### config.mk
export PLATFORM = sky130hd
export DESIGN_NAME = dfu_boot_sequencer
export DESIGN_NICKNAME = d
export VERILOG_FILES = /design/src/rtl/dfu_boot_sequencer.sv
export SDC_FILE = /design/constraint.sdc
export NUM_CORES = 1
export LEC_CHECK = 0
export ABC_CLOCK_PERIOD_IN_PS = 7200
export CAP_MARGIN = 10
export CORE_MARGIN = 4
export CORE_UTILIZATION = 55
export CTS_CLUSTER_SIZE = 25
export DETAILED_ROUTE_END_ITERATION = 10
export PLACE_DENSITY = 0.76
export SYNTH_ARGS = -nofsm -noshare
export SYNTH_HDL_FRONTEND = slang
export SYNTH_SLANG_ARGS = --single-unit
### constraint.sdc
create_clock -name clk -period 7.2 [get_ports clk]
set_clock_uncertainty 0.1 [all_clocks]
set_input_delay 1.08 -clock clk [delete_from_list [all_inputs] [get_ports clk]]
set_output_delay 1.08 -clock clk [all_outputs]
set_load 0.01 [all_outputs]
### src/rtl/dfu_boot_sequencer.sv
// Boot/reset sequencer downstream of usb_dfu_core: sequences the DFU core
// reset, the USB pull-up, the user-image boot request and the status LEDs
// with one explicit state machine. All outputs come straight from flops.
module dfu_boot_sequencer #(
    parameter int unsigned USB_RST_CYCLES  = 65535,
    parameter int unsigned AUTOBOOT_CYCLES = 60000000,
    parameter int unsigned DETACH_CYCLES   = 1200000,
    parameter int unsigned LED_TICK_BIT    = 20
) (
    input  logic       clk,
    input  logic       resetn,
    input  logic [7:0] dfu_state,
    input  logic       dfu_detach,
    input  logic       autoboot_dis,
    output logic       core_reset,
    output logic       usb_pull_en,
    output logic       boot_req,
    output logic       led_n,
    output logic [3:0] led_pattern,
    output logic [2:0] seq_state
);

    // Each counter only ever counts 0..N-1, so clog2(N) bits suffice.
    localparam int unsigned RST_W  = (USB_RST_CYCLES  > 1) ? $clog2(USB_RST_CYCLES)  : 1;
    localparam int unsigned AUTO_W = (AUTOBOOT_CYCLES > 1) ? $clog2(AUTOBOOT_CYCLES) : 1;
    localparam int unsigned DET_W  = (DETACH_CYCLES   > 1) ? $clog2(DETACH_CYCLES)   : 1;

    localparam logic [RST_W-1:0]  RST_LAST  = RST_W'(USB_RST_CYCLES - 1);
    localparam logic [AUTO_W-1:0] AUTO_LAST = AUTO_W'(AUTOBOOT_CYCLES - 1);
    localparam logic [DET_W-1:0]  DET_LAST  = DET_W'(DETACH_CYCLES - 1);

    typedef enum logic [2:0] {
        ST_RST    = 3'd0,
        ST_IDLE   = 3'd1,
        ST_ACTIVE = 3'd2,
        ST_DETACH = 3'd3,
        ST_BOOT   = 3'd4
    } seq_state_t;

    seq_state_t                state_r;
    seq_state_t                state_nxt_s;
    logic [RST_W-1:0]          rst_cnt_r;
    logic [RST_W-1:0]          rst_cnt_nxt_s;
    logic [AUTO_W-1:0]         auto_cnt_r;
    logic [AUTO_W-1:0]         auto_cnt_nxt_s;
    logic [DET_W-1:0]          det_cnt_r;
    logic [DET_W-1:0]          det_cnt_nxt_s;
    logic [LED_TICK_BIT-1:0]   led_cnt_r;
    logic                      tick_s;
    logic                      blink_r;
    logic                      blink_nxt_s;
    logic [2:0]                phase_r;
    logic [2:0]                phase_nxt_s;
    logic                      cylon_now_s;
    logic                      core_reset_nxt_s;
    logic                      usb_pull_en_nxt_s;
    logic                      boot_req_nxt_s;
    logic                      led_n_nxt_s;
    logic [3:0]                led_pattern_nxt_s;

    // Bouncing single-LED pattern for each of the six cylon phases.
    function automatic logic [3:0] cylon_pattern(input logic [2:0] phase);
        logic [3:0] pat;
        case (phase)
            3'd0:    pat = 4'b0001;
            3'd1:    pat = 4'b0010;
            3'd2:    pat = 4'b0100;
            3'd3:    pat = 4'b1000;
            3'd4:    pat = 4'b0100;
            3'd5:    pat = 4'b0010;
            default: pat = 4'b0001;
        endcase
        return pat;
    endfunction

    assign tick_s      = &led_cnt_r;
    assign cylon_now_s = (state_r == ST_ACTIVE) || (state_r == ST_DETACH);
    assign seq_state   = state_r;

    // Next state and per-state counters; a counter clears whenever its state is left.
    always_comb begin
        state_nxt_s    = state_r;
        rst_cnt_nxt_s  = '0;
        auto_cnt_nxt_s = '0;
        det_cnt_nxt_s  = '0;
        case (state_r)
            ST_RST: begin
                if (rst_cnt_r == RST_LAST) begin
                    state_nxt_s = ST_IDLE;
                end else begin
                    rst_cnt_nxt_s = rst_cnt_r + RST_W'(1);
                end
            end
            ST_IDLE: begin
                if (dfu_detach) begin
                    state_nxt_s = ST_DETACH;
                end else if (dfu_state > 8'h02) begin
                    state_nxt_s = ST_ACTIVE;
                end else if (auto_cnt_r == AUTO_LAST) begin
                    if (autoboot_dis) begin
                        auto_cnt_nxt_s = auto_cnt_r;
                    end else begin
                        state_nxt_s = ST_DETACH;
                    end
                end else begin
                    auto_cnt_nxt_s = auto_cnt_r + AUTO_W'(1);
                end
            end
            ST_ACTIVE: begin
                if (dfu_detach) begin
                    state_nxt_s = ST_DETACH;
                end else begin
                    state_nxt_s = ST_ACTIVE;
                end
            end
            ST_DETACH: begin
                if (det_cnt_r == DET_LAST) begin
                    state_nxt_s = ST_BOOT;
                end else begin
                    det_cnt_nxt_s = det_cnt_r + DET_W'(1);
                end
            end
            ST_BOOT: begin
                state_nxt_s = ST_BOOT;
            end
            default: begin
                state_nxt_s = ST_RST;
            end
        endcase
    end

    // LED animation state: blink toggles on every tick, cylon phase restarts on entering the cylon states.
    always_comb begin
        blink_nxt_s = tick_s ? ~blink_r : blink_r;
        if (((state_nxt_s == ST_ACTIVE) || (state_nxt_s == ST_DETACH)) && !cylon_now_s) begin
            phase_nxt_s = 3'd0;
        end else if (cylon_now_s && tick_s) begin
            phase_nxt_s = (phase_r == 3'd5) ? 3'd0 : phase_r + 3'd1;
        end else if (cylon_now_s) begin
            phase_nxt_s = phase_r;
        end else begin
            phase_nxt_s = 3'd0;
        end
    end

    // Output values for the state being entered, so outputs flip on the same edge as the state.
    always_comb begin
        core_reset_nxt_s  = 1'b1;
        usb_pull_en_nxt_s = 1'b0;
        boot_req_nxt_s    = 1'b0;
        led_n_nxt_s       = 1'b1;
        led_pattern_nxt_s = 4'b0000;
        case (state_nxt_s)
            ST_IDLE: begin
                core_reset_nxt_s  = 1'b0;
                usb_pull_en_nxt_s = 1'b1;
                led_pattern_nxt_s = {3'b000, blink_nxt_s};
                led_n_nxt_s       = ~blink_nxt_s;
            end
            ST_ACTIVE: begin
                core_reset_nxt_s  = 1'b0;
                usb_pull_en_nxt_s = 1'b1;
                led_pattern_nxt_s = cylon_pattern(phase_nxt_s);
                led_n_nxt_s       = ~(|cylon_pattern(phase_nxt_s));
            end
            ST_DETACH: begin
                core_reset_nxt_s  = 1'b0;
                usb_pull_en_nxt_s = 1'b0;
                led_pattern_nxt_s = cylon_pattern(phase_nxt_s);
                led_n_nxt_s       = ~(|cylon_pattern(phase_nxt_s));
            end
            ST_BOOT: begin
                core_reset_nxt_s  = 1'b1;
                boot_req_nxt_s    = 1'b1;
                led_pattern_nxt_s = 4'b1111;
                led_n_nxt_s       = 1'b0;
            end
            default: begin
                core_reset_nxt_s  = 1'b1;
                usb_pull_en_nxt_s = 1'b0;
            end
        endcase
    end

    // State, counters, LED animation and all outputs; everything clears asynchronously on resetn.
    always_ff @(posedge clk or negedge resetn) begin
        if (!resetn) begin
            state_r     <= ST_RST;
            rst_cnt_r   <= '0;
            auto_cnt_r  <= '0;
            det_cnt_r   <= '0;
            led_cnt_r   <= '0;
            blink_r     <= 1'b0;
            phase_r     <= 3'd0;
            core_reset  <= 1'b1;
            usb_pull_en <= 1'b0;
            boot_req    <= 1'b0;
            led_n       <= 1'b1;
            led_pattern <= 4'b0000;
        end else begin
            state_r     <= state_nxt_s;
            rst_cnt_r   <= rst_cnt_nxt_s;
            auto_cnt_r  <= auto_cnt_nxt_s;
            det_cnt_r   <= det_cnt_nxt_s;
            led_cnt_r   <= led_cnt_r + LED_TICK_BIT'(1);
            blink_r     <= blink_nxt_s;
            phase_r     <= phase_nxt_s;
            core_reset  <= core_reset_nxt_s;
            usb_pull_en <= usb_pull_en_nxt_s;
            boot_req    <= boot_req_nxt_s;
            led_n       <= led_n_nxt_s;
            led_pattern <= led_pattern_nxt_s;
        end
    end

endmodule

### After elaboration in Yosys (flattened, before gate mapping)

Index checks and enable logic that the tools add are counted.

* add/sub/neg operators: 5
* mux-type cells: 30
* reductions and logical operators: 14
* equal/unequal tests: 18
* order comparisons: 1
* bitwise gates (word level): 4

Operator list (count)
* $mux 26: 5
* $mux 21: 2
* $mux 16: 2
* $mux 3: 10
* $add 26x1->26 const B: 1
* $eq 26x26->1 const B: 1
* $pmux 4 s3: 2
* $add 21x1->21 const B: 1
* $eq 21x21->1 const B: 1
* $add 20x1->20 const B: 1
* $reduce_and 20->1: 1
* $eq 3x2->1 const B: 6
* $add 16x1->16 const B: 1
* $eq 16x16->1 const B: 1
* $eq 3x3->1 const B: 5
* $pmux 3 s5: 1
* $eq 3x1->1 const B: 3
* $gt 8x2->1 const B: 1
* $mux 4: 2
* $reduce_or 2->1: 4
* $reduce_or 4->1: 2
* $mux 1: 5
* $ne 5x5->1 const B: 1
* $not 1->1: 4
* 7 further kinds: 9

* bits of input ports: 12
* register bits: 98

### Logic depth before layout (Yosys ltp)

* depth in word-level cells: 16
* depth in mapped cells: 9
* depth with buffers taken out: 8

### Least setup slack after synthesis

OpenSTA, ideal clock, no wires.

* path type: input -> register
* from: input dfu_state[6]
* to: register auto_cnt_r[8]
* path slack: 4446 ps
* arrival time: 2533 ps
* stages on the path: 7
* setup time: 121 ps
* buffers on the path: 1
* path through: nor4_2 > nand3_1 > or3_1 > clkbuf_1 > o211ai_1 > xor2_1 > nor2_1

* word-level cells in the longest chain between the ends: 4
* elaborated cells between the ends (all ways): 5
* classes of those cells: order compare: 1; eq/ne: 1; mux: 3

RTL lines
* start, declared: line 12 `input logic [7:0] dfu_state,`
* $gt 8x2->1 (*): line 97 `end else if (dfu_state > 8'h02) begin`
* $mux 26: line 97
* $mux 26: line 95 `if (dfu_detach) begin`
* $mux 26: line 86 `case (state_r)`
* end signal, assigned: line 203 `auto_cnt_r <= auto_cnt_nxt_s;`
* end, declared: line 44 `logic [AUTO_W-1:0] auto_cnt_r;`

Mark *: on every way between the ends. The rest lies on a longest branch, timed or not.
A chain may end at the register's enable or synchronous reset.

### Worst setup path after layout

* from: input dfu_state[6]
* to: register auto_cnt_r[5]

Same word-level chain as after synthesis.

==> out/results.tsv <==
metric	value	unit
status	completed	
post_cts resized	0	
Syn Inst Count	466	
Post-synth EDFFs	0	
routed wire length	8.71	mm
Worst Slack Setup Final	4.04	ns
Die ar.	10100	µm²
layout cells sized above 1	6.88	%
Final Non-Filler Cells	599	
TritonCTS Sinks	98	
Peak Freq	316	MHz
hold buffers post-CTS	0	
largest net degree at the start of global routing	60	
Pleak	2.28	nW
Slowest cell on crit path	or3_1	
total CTS buffers	9	
pre-CTS setup slack	3.67	ns
Slew Limit Fails	0	
cell with the most instances after synthesis	dfrtp_1	
post-DR wirelength/cell	14.5	µm
die height	101	µm
Placed Cells incl. Taps	583	
Post-Synth Simple-Gate Area	25.3	%
post-synthesis cell type count	57	
top cell type's share of synthesized area	50.9	%
Post-CTS Setup Inserts	0	
Crit Path Max Fanout	19	
first-pass GRT wire length	15.3	mm
most instantiated cells after synthesis	dfrtp_1 (96), nor2_1 (74), nand3_1 (40)	
H-tree level count	3	
placer congestion estimate	0.811	
multiplexer area fraction after synthesis	0.212	%
via/cell ratio	5.60	
final worst path period share	43.9	%
Mapped Avg Cell Area	10.1	µm²
initial antenna violation count	0	
post-synth top area cell	dfrtp_1	
slowest stage delay, CP	0.61	ns
Antenna diodes	0	
Fillers	682	
CTS Root Cell	clkbuf_8	
CP cell instances	clkdlybuf4s50_1 -> nor4_2 -> nand3_1 -> or3_1 -> or2_1 -> nor2b_1	
post-route ant nets	0	
peak supply drop	129	µV
RSZ-0062 raised after global routing	no	
Worst Hold Class	flop to flop	
clock buffer depth	2	
Largest delay share family, worst path	simple AND/OR/NAND/NOR gates	
WP data arrival	3.34	ns
CP required	7.38	ns
Slew HR	52.2	%
RR Startpoint	det_cnt_r[7]$_DFF_PN0_	
crit end category	flop	
Final Hold Viols	0	
num rows	33	
CTS clock-pin slew for the worst setup and hold paths	0.09	ns
Total Nets Final	506	
grt ovf	0	
die width	101	µm
Area Overhead vs Synth	11.8	%
Skew-Pair Late Insertion Delay	0.36	ns
hold path start	led_cnt_r[0]$_DFF_PN0_	
max-cap violations	0	
core footprint	8300	µm²
top cells by area, synth	dfrtp_1 (51%), xor2_1 (7.2%), xnor2_1 (6.3%)	
vias in the first global route	3363	
top_reg_cell synth	dfrtp_1	
Tmin final	3.16	ns
final core utilization	63.6	%
1st-iter DRT viols	101	
critical path class	primary input to flop	
GRT Util Overall	18.7	%
setup TNS	0	ns
xor/xnor share of the synthesized area	13.5	%
Initial Util	56.9	%
CP startpoint	dfu_state[6]	
crit path launch type	primary input	
CTS tree	built	
Yosys warnings	0	
Worst Path Buf+Inv	1	
Via Count	3355	
worst slew pin tran	0.717	ns
adder-cell share of the synthesized area	1.32	%
Seq cells post-synth	98	
syn nets	483	
port buffer count	22	
Power Density	186	nW/µm²
Cell Area, Synth	4720	µm²
DRC Markers	0	
Compound-Gate Fraction of Synth Area	5.72	%
io pins	23	
FFs w/ async S/R, synth	100	%
main combinational cell family by area after synthesis	simple AND/OR/NAND/NOR gates	
register area share after synthesis	52.0	%
Final setup viols	0	
DRT Pass-1 Iters	4	
DP HPWL	6.03	mm
-- registers in the layout, indices dropped and copies added, names as in the netlist --
name / cells
auto_cnt_r: 26
det_cnt_r: 21
led_cnt_r: 20
rst_cnt_r: 16
led_pattern: 4
phase_r: 3
seq_state: 3
blink_r: 1
boot_req: 1
core_reset: 1
led_n: 1
usb_pull_en: 1
-- worst paths after layout --
| path | slack, ns | depth (start not counted) | end |
|---|---|---|---|
| max | 4.04 | 6 | auto_cnt_r[5]$_DFFE_PN0P_ |
| min | 0.35 | 1 | led_cnt_r[0]$_DFF_PN0_ |
| max reg2reg | 4.12 | 6 | led_pattern[0]$_DFF_PN0_ |
| min reg2reg | 0.35 | 1 | led_cnt_r[0]$_DFF_PN0_ |
| max in group asynchronous | 5.31 | 2 | rst_cnt_r[12]$_DFF_PN0_ |
| min in group asynchronous | 0.58 | 1 | led_cnt_r[5]$_DFF_PN0_ |
-- where the power goes --
| group | switching, W | internal (W) |
|---|---|---|
| clock network | 0.000182 | 0.000234 |
| logic | 0.0000121 | 0.00000606 |
| registers | 0 | 0.000550 |
| total | 0.000194 | 0.000790 |
-- layout make-up --
| class | instances | area [µm²] | share of cell area, % |
|---|---|---|---|
| Clock inverter | 3 | 68.8 | 1.30 |
| Tap cell | 105 | 131 | 2.49 |
| Clock buffer | 13 | 179 | 3.39 |
| Inverter | 12 | 45.0 | 0.853 |
| Sequential cell | 98 | 2450 | 46.5 |
| Timing Repair Buffer | 23 | 225 | 4.27 |
| Multi-Input combinational cell | 345 | 2170 | 41.2 |
-- placed cells by master, fill, tap and decap left out, drive strengths merged, types with 2 or more instances in the layout --
cell	n
nor3b	2
and2	9
or4b	3
ha	5
dfstp	2
a31oi	2
a21o	3
buf	2
nor2b	3
o31ai	2
nand3	40
or3b	2
clkdlybuf4s50	21
a21oi	7
or2	2
and3	10
xor2	39
inv	12
or3	5
nand2	27
dfrtp	96
clkbuf	13
nor4	5
o211ai	5
nor2	75
a211oi	5
and4	7
nor3	14
nand4	16
bufinv	2
nand2b	4
xnor2	34
o21ai	8
or2b	2
-- kinds of logic (layout without fill, tap and decap cells) --
| family | after synthesis | in the layout |
|---|---|---|
| fa+ha+maj | 5 | 5 |
| simple gates | 228 | 228 |
| compound gates | 38 | 38 |
| flops | 98 | 98 |
| xor+xnor | 73 | 73 |
| buf+inv | 23 | 51 |
| mux | 1 | 1 |
-- stage by stage --
stage | hold WS (ns) | area, µm² | total power [W]
after CTS | 0.350 | 5280 | 0.00100
final | 0.348 | 5280 | 0.000984
after floorplan | 0.315 | 4720 | 0.000562
after global routing | 0.385 | 5280 | 0.00102
after global placement | 0.328 | 5030 | 0.000580
after detailed placement | 0.336 | 5030 | 0.000580
-- routing by layer --
metal  track usage, %  vias to the layer above  share of wire [%]
li1                 -                     1649                  -
met1             24.7                     1637                 47
met2             30.4                       51                 48
met3             4.36                       18                3.1
met4             6.32                        0                1.5
met5                0                        -                  0
No activity file was read; power rests on OpenSTA's default activity.
